`src/rtl/sram_like_arbiter_pkg.sv`:
```
// Shared owner encodings and SRAM-like size codes for the two-master arbiter.
// Latency: none, constants and types only.
// Backpressure: not applicable.
package sram_like_arbiter_pkg;

  // One bit identifies which master issued an outstanding transaction.
  typedef logic owner_t;

  localparam owner_t OWN_INST = 1'b0;
  localparam owner_t OWN_DATA = 1'b1;

  // SRAM-like transfer size codes carried on the *_size buses.
  typedef enum logic [1:0] {
    SIZE_BYTE = 2'd0,
    SIZE_HALF = 2'd1,
    SIZE_WORD = 2'd2
  } sram_size_e;

endpackage

```
`src/rtl/sram_like_arbiter_owner_fifo.sv`:
```
// In-order record of which master owns each accepted-but-unanswered transaction.
// Latency: push visible at head one cycle later; head/empty/full are registered-state views.
// Backpressure: push is ignored when full and pop is ignored when empty.
module sram_like_arbiter_owner_fifo
  import sram_like_arbiter_pkg::*;
#(
  parameter int DEPTH = 4
) (
  input  logic   clk,
  input  logic   resetn,
  input  logic   push_i,
  input  owner_t din_i,
  input  logic   pop_i,
  output logic   empty_o,
  output logic   full_o,
  output owner_t head_o
);

  localparam int PW = $clog2(DEPTH);

  logic [PW-1:0]  wr_ptr_q, wr_ptr_d;
  logic [PW-1:0]  rd_ptr_q, rd_ptr_d;
  logic [PW:0]    count_q, count_d;
  logic [DEPTH-1:0] mem_q;
  logic           do_push, do_pop;

  assign empty_o = (count_q == '0);
  assign full_o  = (count_q == (PW+1)'(DEPTH));
  assign do_pop  = pop_i & ~empty_o;
  assign do_push = push_i & ~full_o;
  assign head_o  = mem_q[rd_ptr_q];

  // Pointers wrap naturally because DEPTH is a power of two.
  always_comb begin
    wr_ptr_d = wr_ptr_q + PW'(do_push);
    rd_ptr_d = rd_ptr_q + PW'(do_pop);
    count_d  = count_q + (PW+1)'(do_push) - (PW+1)'(do_pop);
  end

  // Occupancy and pointers clear immediately on reset, discarding stale owners.
  always_ff @(posedge clk or negedge resetn) begin
    if (!resetn) begin
      wr_ptr_q <= '0;
      rd_ptr_q <= '0;
      count_q  <= '0;
    end else begin
      wr_ptr_q <= wr_ptr_d;
      rd_ptr_q <= rd_ptr_d;
      count_q  <= count_d;
    end
  end

  // Storage needs no reset: entries are only read while counted as valid.
  always_ff @(posedge clk) begin
    if (do_push) begin
      mem_q[wr_ptr_q] <= din_i;
    end
  end

endmodule

```
`src/rtl/sram_like_arbiter.sv`:
```
// Merges the inst and data SRAM-like masters onto one slave port and routes responses back in order.
// Latency: zero cycles on request, accept and response paths (all combinational).
// Backpressure: slave addr_ok stall locks the grant; no new request while MAX_OUTSTANDING are in flight.
module sram_like_arbiter
  import sram_like_arbiter_pkg::*;
#(
  parameter int MAX_OUTSTANDING = 4,
  parameter int ROUND_ROBIN     = 0
) (
  input  logic        clk,
  input  logic        resetn,
  input  logic        inst_req,
  input  logic        inst_wr,
  input  logic [1:0]  inst_size,
  input  logic [3:0]  inst_wstrb,
  input  logic [31:0] inst_addr,
  input  logic [31:0] inst_wdata,
  output logic        inst_addr_ok,
  output logic        inst_data_ok,
  output logic [31:0] inst_rdata,
  input  logic        data_req,
  input  logic        data_wr,
  input  logic [1:0]  data_size,
  input  logic [3:0]  data_wstrb,
  input  logic [31:0] data_addr,
  input  logic [31:0] data_wdata,
  output logic        data_addr_ok,
  output logic        data_data_ok,
  output logic [31:0] data_rdata,
  output logic        sram_req,
  output logic        sram_wr,
  output logic [1:0]  sram_size,
  output logic [3:0]  sram_wstrb,
  output logic [31:0] sram_addr,
  output logic [31:0] sram_wdata,
  input  logic        sram_addr_ok,
  input  logic        sram_data_ok,
  input  logic [31:0] sram_rdata
);

  owner_t grant;
  logic   full, empty;
  owner_t head;
  logic   sel_req, push;

  logic   lock_q, lock_d;
  owner_t lock_owner_q, lock_owner_d;
  owner_t rr_last_q, rr_last_d;

  // Grant: a locked owner keeps the port; otherwise fixed priority or round-robin tie-break.
  always_comb begin
    grant = OWN_INST;
    if (lock_q) begin
      grant = lock_owner_q;
    end else if ((ROUND_ROBIN != 0) && inst_req && data_req) begin
      grant = (rr_last_q == OWN_DATA) ? OWN_INST : OWN_DATA;
    end else if (data_req) begin
      grant = OWN_DATA;
    end
  end

  assign sel_req    = (grant == OWN_DATA) ? data_req   : inst_req;
  assign sram_req   = sel_req & ~full;
  assign sram_wr    = (grant == OWN_DATA) ? data_wr    : inst_wr;
  assign sram_size  = (grant == OWN_DATA) ? data_size  : inst_size;
  assign sram_wstrb = (grant == OWN_DATA) ? data_wstrb : inst_wstrb;
  assign sram_addr  = (grant == OWN_DATA) ? data_addr  : inst_addr;
  assign sram_wdata = (grant == OWN_DATA) ? data_wdata : inst_wdata;

  assign push         = sram_req & sram_addr_ok;
  assign inst_addr_ok = push & (grant == OWN_INST);
  assign data_addr_ok = push & (grant == OWN_DATA);

  // A stray data_ok with nothing outstanding reaches neither master.
  assign inst_data_ok = sram_data_ok & ~empty & (head == OWN_INST);
  assign data_data_ok = sram_data_ok & ~empty & (head == OWN_DATA);
  assign inst_rdata   = sram_rdata;
  assign data_rdata   = sram_rdata;

  // A stalled request locks the grant; acceptance or owner cancel (req drop) releases it.
  always_comb begin
    lock_d       = sram_req & ~sram_addr_ok;
    lock_owner_d = lock_d ? grant : lock_owner_q;
    rr_last_d    = push ? grant : rr_last_q;
  end

  // Lock and round-robin history; rr_last resets to data so inst wins the first tie.
  always_ff @(posedge clk or negedge resetn) begin
    if (!resetn) begin
      lock_q       <= 1'b0;
      lock_owner_q <= OWN_INST;
      rr_last_q    <= OWN_DATA;
    end else begin
      lock_q       <= lock_d;
      lock_owner_q <= lock_owner_d;
      rr_last_q    <= rr_last_d;
    end
  end

  sram_like_arbiter_owner_fifo #(
    .DEPTH (MAX_OUTSTANDING)
  ) u_owner_fifo (
    .clk     (clk),
    .resetn  (resetn),
    .push_i  (push),
    .din_i   (grant),
    .pop_i   (sram_data_ok),
    .empty_o (empty),
    .full_o  (full),
    .head_o  (head)
  );

endmodule

```
`config.mk`:
```
export PLATFORM = sky130hd
export DESIGN_NAME = sram_like_arbiter
export DESIGN_NICKNAME = d
export VERILOG_FILES = /design/src/rtl/sram_like_arbiter_pkg.sv /design/src/rtl/sram_like_arbiter_owner_fifo.sv /design/src/rtl/sram_like_arbiter.sv
export SDC_FILE = /design/constraint.sdc
export NUM_CORES = 1
export LEC_CHECK = 0
export CAP_MARGIN = 20
export CORE_AREA = 4 4 121 123
export DETAILED_ROUTE_END_ITERATION = 10
export DIE_AREA = 0 0 125 127
export SYNTH_ARGS = -nofsm -noshare
export SYNTH_HDL_FRONTEND = slang
export SYNTH_SLANG_ARGS = --single-unit
export TNS_END_PERCENT = 5
```
`constraint.sdc`:
```
create_clock -name clk -period 3.9 [get_ports clk]
set_input_delay 0.78 -clock clk [delete_from_list [all_inputs] [get_ports clk]]
set_output_delay 0.78 -clock clk [all_outputs]
set_load 0.005 [all_outputs]
```
; Word level (Yosys, flattened, before mapping)
; Cells that the tools add are included.
[totals]
regBits = 13
word_cells = 43
[op_classes]
n_addsub = 4
magnitude_cmp = 3
n_eq_ne = 1
muxes = 13
bitwise = 14
reduce_logical = 2
[op_table]
columns = op, n
row1 = $mux W32, 2
row2 = $and A1 B1 Y1, 9
row3 = $lt A2 B3 Y1 const B, 2
row4 = $mux W1, 6
row5 = $not A1 Y1, 5
row6 = $add A2 B1 Y2, 2
row7 = $bwmux W4, 1
row8 = $mux W4, 1
row9 = $add A3 B1 Y3, 1
row10 = $eq A3 B3 Y1 const B, 1
row11 = $logic_not A3 Y1, 1
row12 = $sub A3 B1 Y3, 1
row13 = $bmux W1 S2, 1
row14 = $demux W1 S2, 1
row15 = $ge A2 B1 Y1 const B, 1
row16 = $mux W2, 1
row17 = $logic_and A1 B1 Y1, 1

; Longest topological paths before layout
[depth]
ltp_word = 8
mapped_depth = 9
mapped_depth_nobuf = 9

; By module
; Synthesis repeated with hierarchy kept, for this count alone.
[hier_totals]
cells_unflattened = 200
hier_area_um2 = 2377.3
[by_module_without_submodules]
columns = module, instances, cells_each, area_per_inst_um2, seq_area_each_um2
row1 = sram_like_arbiter, 1, 161, 1824.2, 50.0
row2 = sram_like_arbiter_owner_fifo, 1, 39, 553.0, 295.3

; Worst setup path after synthesis
; OpenSTA, ideal clock, no wires.
[synth_path]
path_kind = input to output
startpoint = input data_req
endpoint = output sram_wdata[22]
arrival_ns = 1.451
required_time_ns = 3.120
setup_slack_ns = 1.669
stages = 5
path_cell_list = mux2i_1 buf_2 buf_2 nand2_1 nand2_1
[synth_between]
elab_chain_len = 3
[synth_lines]
columns = item, line
row1 = start: declaration, sram_like_arbiter.sv:21  ; input logic data_req,
row2 = $mux W1, sram_like_arbiter.sv:57  ; end else if (data_req) begin
row3 = $mux W1, sram_like_arbiter.sv:53  ; if (lock_q) begin
row4 = $mux W32, sram_like_arbiter.sv:68  ; assign sram_wdata = (grant == OWN_DATA) ? data_wdata : inst_wdata;
row5 = end: declaration, sram_like_arbiter.sv:35  ; output logic [31:0] sram_wdata,
; Every way passes these cells.

; Final worst setup path
[layout_path]
startpoint = input data_req
endpoint = output sram_wdata[16]
; Same word-level chain as after synthesis.

==> qor.yml <==
worst-path-max-fanout: 45
grt-ovfl-total: 0
wl_per_cell_um: 12.3
timing_worst_setup_path_type: "in -> out"
max_freq_ghz: 0.288
fp.dieArea_um2: 15900
worst_ir_drop_vdd_mv: 0.203
nFillCells: 1490
finalHoldViolations: 0
cts-root-buf: "clkbuf_16"
final.setup.tns_ns: 0
max-cap-violations: 0
postCtsResizedCells: 0
p_leak_nw: 1.83
global_route.usage.total_pct: 9.49
end_kind: "primary output"
die_w_um: 125
drc_errors: 0
maxSlewViolCount: 0
peak_per_stage_delay_on_the_critical_path_ns: 0.51
cts.repair_timing.setup_buffer_count: 0
grt_start_max_net_pins: 46
drt-total-wl_um: 8340
rows: 43
globalplace.congestion: 0.788
cts_buffers: 3
finalCriticalPeriod_ns: 3.47
routed_via_density: 3.77
first_global_vias: 2711
io_pins: 320
route.antenna.remaining_nets: 0
critPathLaunchType: "input pin"
floorplan.initialDensity_pct: 14.5
timing.max_slew.rel_slack_pct: 67.5
number_of_different_library_cells_in_the_post_synthesis_netlist: 26
share_clk_of_total_power_pct: 11.1
drt_pre_antenna_iters: 4
number_of_vias_after_detailed_routing: 2559
seq_area_frac_synth_pct: 17.4
timing.final.setup_violations: 0
timing.final.crit_share_pct: 89.0
wl_met3_um: 1120
antenna_found_initial: 0
grt_setup_unrepaired: "false"
clock-sinks: 13
layout-drive-gt1-share_pct: 2.81
status: "finished, final reports clean"
design.core.area_um2: 13700
num-nets-final: 682
netlist_instances: 345
tritoncts: "yes"
syn-mean-instance-area_um2: 5.76
synth_seq_cells: 13
share_seq_of_total_power_pct: 15.3
layout-area-overhead-vs-synth_pct: 103
routed_length_on_met2_um: 3970
topRoutingLayerUsed: "met4"
power_per_cell_area_nw_per_um2: 424
worst-endpoint-required_ns: 3.12
p_comb_share_pct: 73.6
internal_power_mw: 1.08
tightestPinTransition_ns: 0.485
die_h_um: 127
detailedPlacementHpwl_um: 7160
fin_worst_hold_slack_ns: 0.481
worstPathCellList: "clkdlybuf4s50_1, mux2i_4, buf_4, nand2_1, nand2_1, clkdlybuf4s50_1"
cp.arrival_ns: 2.69
port_buffers: 223
mostFrequentLayoutCells: "clkdlybuf4s50_1 (223), nand2_1 (216), nor2_1 (9), dfrtp_1 (9), inv_1 (5)"
htree_num_levels: 1
synth.cell_area_um2: 1990
antenna-diode-count: 0
wl_met1_um: 2910
worst_setup_hold_path_clk_slew_ns: 0.04
worst_path_max_delay_cell: "clkdlybuf4s50_1"
worstHoldPathType: "reg -> reg"
power.switching_uw: 630
wire_length_of_the_first_global_routing_pass_um: 12900
clk_path_buf_depth: 2
cts-hold-fix-buffers: 0
number_of_synthesis_warnings: 0
syn-num-nets: 528
drt_iter0_drc: 53
sw_frac_of_total_pct: 36.9
clk_latency_worst_skew_pair_ns: 0.24
layout.cells.most_common: "clkdlybuf4s50_1"
maximum_clock_skew_at_final_layout_ns: 0.00137
## critical path: cells and delay by family
kind                   cells  cell delay [ns]
buffers and inverters      3             1.44
multiplexers               1             0.22
AND/OR/NAND/NOR            2             0.22
## logic make-up after synthesis
family / Yosys count / share of synthesized area, %
flops: 13 / 17.4
buf+inv: 85 / 28.7
xor+xnor: 5 / 2.20
compound gates: 4 / 2.27
mux: 3 / 2.14
fa+ha+maj: 3 / 2.27
simple gates: 232 / 45.1
## power groups by stage
stage	combinational, mW	sequential (mW)	clock, mW
detailed placement	1.28	0.266	0
global route	1.39	0.271	0.199
finish	1.26	0.262	0.189
CTS	1.28	0.264	0.195
global placement	1.25	0.261	0
floorplan	0.585	0.250	0
## per-stage QoR
step	utilization (%)	area (um2)	setup WS, ns	total power [mW]	instances
3_5_place_dp	29.0	3960	0.421	1.54	674
2_1_floorplan	-	1990	1.67	0.834	345
6_report	29.6	4040	0.430	1.71	678
4_1_cts	29.6	4040	0.413	1.74	678
3_3_place_gp	29.0	3960	0.468	1.51	674
5_1_grt	29.6	4040	0.310	1.86	678
## area by class of cell
type | count | area (um2) | share of cell area [%]
timing repair buffer | 228 | 2280 | 56.5
multi-input combinational | 247 | 1080 | 26.9
sequential | 13 | 345 | 8.55
tap | 180 | 225 | 5.58
clock buffer | 4 | 78.8 | 1.95
inverter | 6 | 22.5 | 0.558
## synth_stat cells
library cell    n  area share, %
xor2_1          2           0.88
nor3_1          1           0.25
nand2_1       216             41
nor4_1          1           0.31
nor2_1          9            1.7
ha_1            2            1.3
xnor2_1         3            1.3
o211ai_1        1           0.38
fa_1            1            1.0
buf_4          64             24
edfxtp_1        4            6.0
mux2i_1         2            1.0
nor2b_1         1           0.31
dfrtp_1         9             11
mux4_2          1            1.1
o31ai_2         1           0.63
buf_1           5           0.94
clkbuf_1        1           0.19
buf_2           9            2.3
a32o_1          1           0.50
inv_2           1           0.19
o221ai_2        1           0.75
nor4b_2         1           0.75
nand3_1         2           0.50
inv_1           5           0.94
or3b_1          1           0.44
## registers in the layout, indices dropped and copies added, names as in the netlist
signal                 flops
u_owner_fifo.mem_q         4
u_owner_fifo.count_q       3
u_owner_fifo.rd_ptr_q      2
u_owner_fifo.wr_ptr_q      2
lock_owner_q               1
lock_q                     1
## metal layers
metal  vias up  track usage (%)
li1       1289                -
met1      1067             9.32
met2       169             17.0
met3        34             4.60
met4         0             4.21
met5         -                0
## final timing paths
kind                                           from                  endpoint  slack, ns  cells after the start
min                        u_owner_fifo.rd_ptr_q[1]  u_owner_fifo.rd_ptr_q[1]       0.48                      1
min in group asynchronous                    resetn  u_owner_fifo.rd_ptr_q[0]       0.84                      1
max                                        data_req            sram_wdata[16]       0.43                      6
max reg2reg                                  lock_q   u_owner_fifo.count_q[2]       1.54                     11
max in group asynchronous                    resetn                    lock_q       2.76                      1
min reg2reg                u_owner_fifo.rd_ptr_q[1]  u_owner_fifo.rd_ptr_q[1]       0.48                      1
No activity file was read; power rests on OpenSTA's default activity.
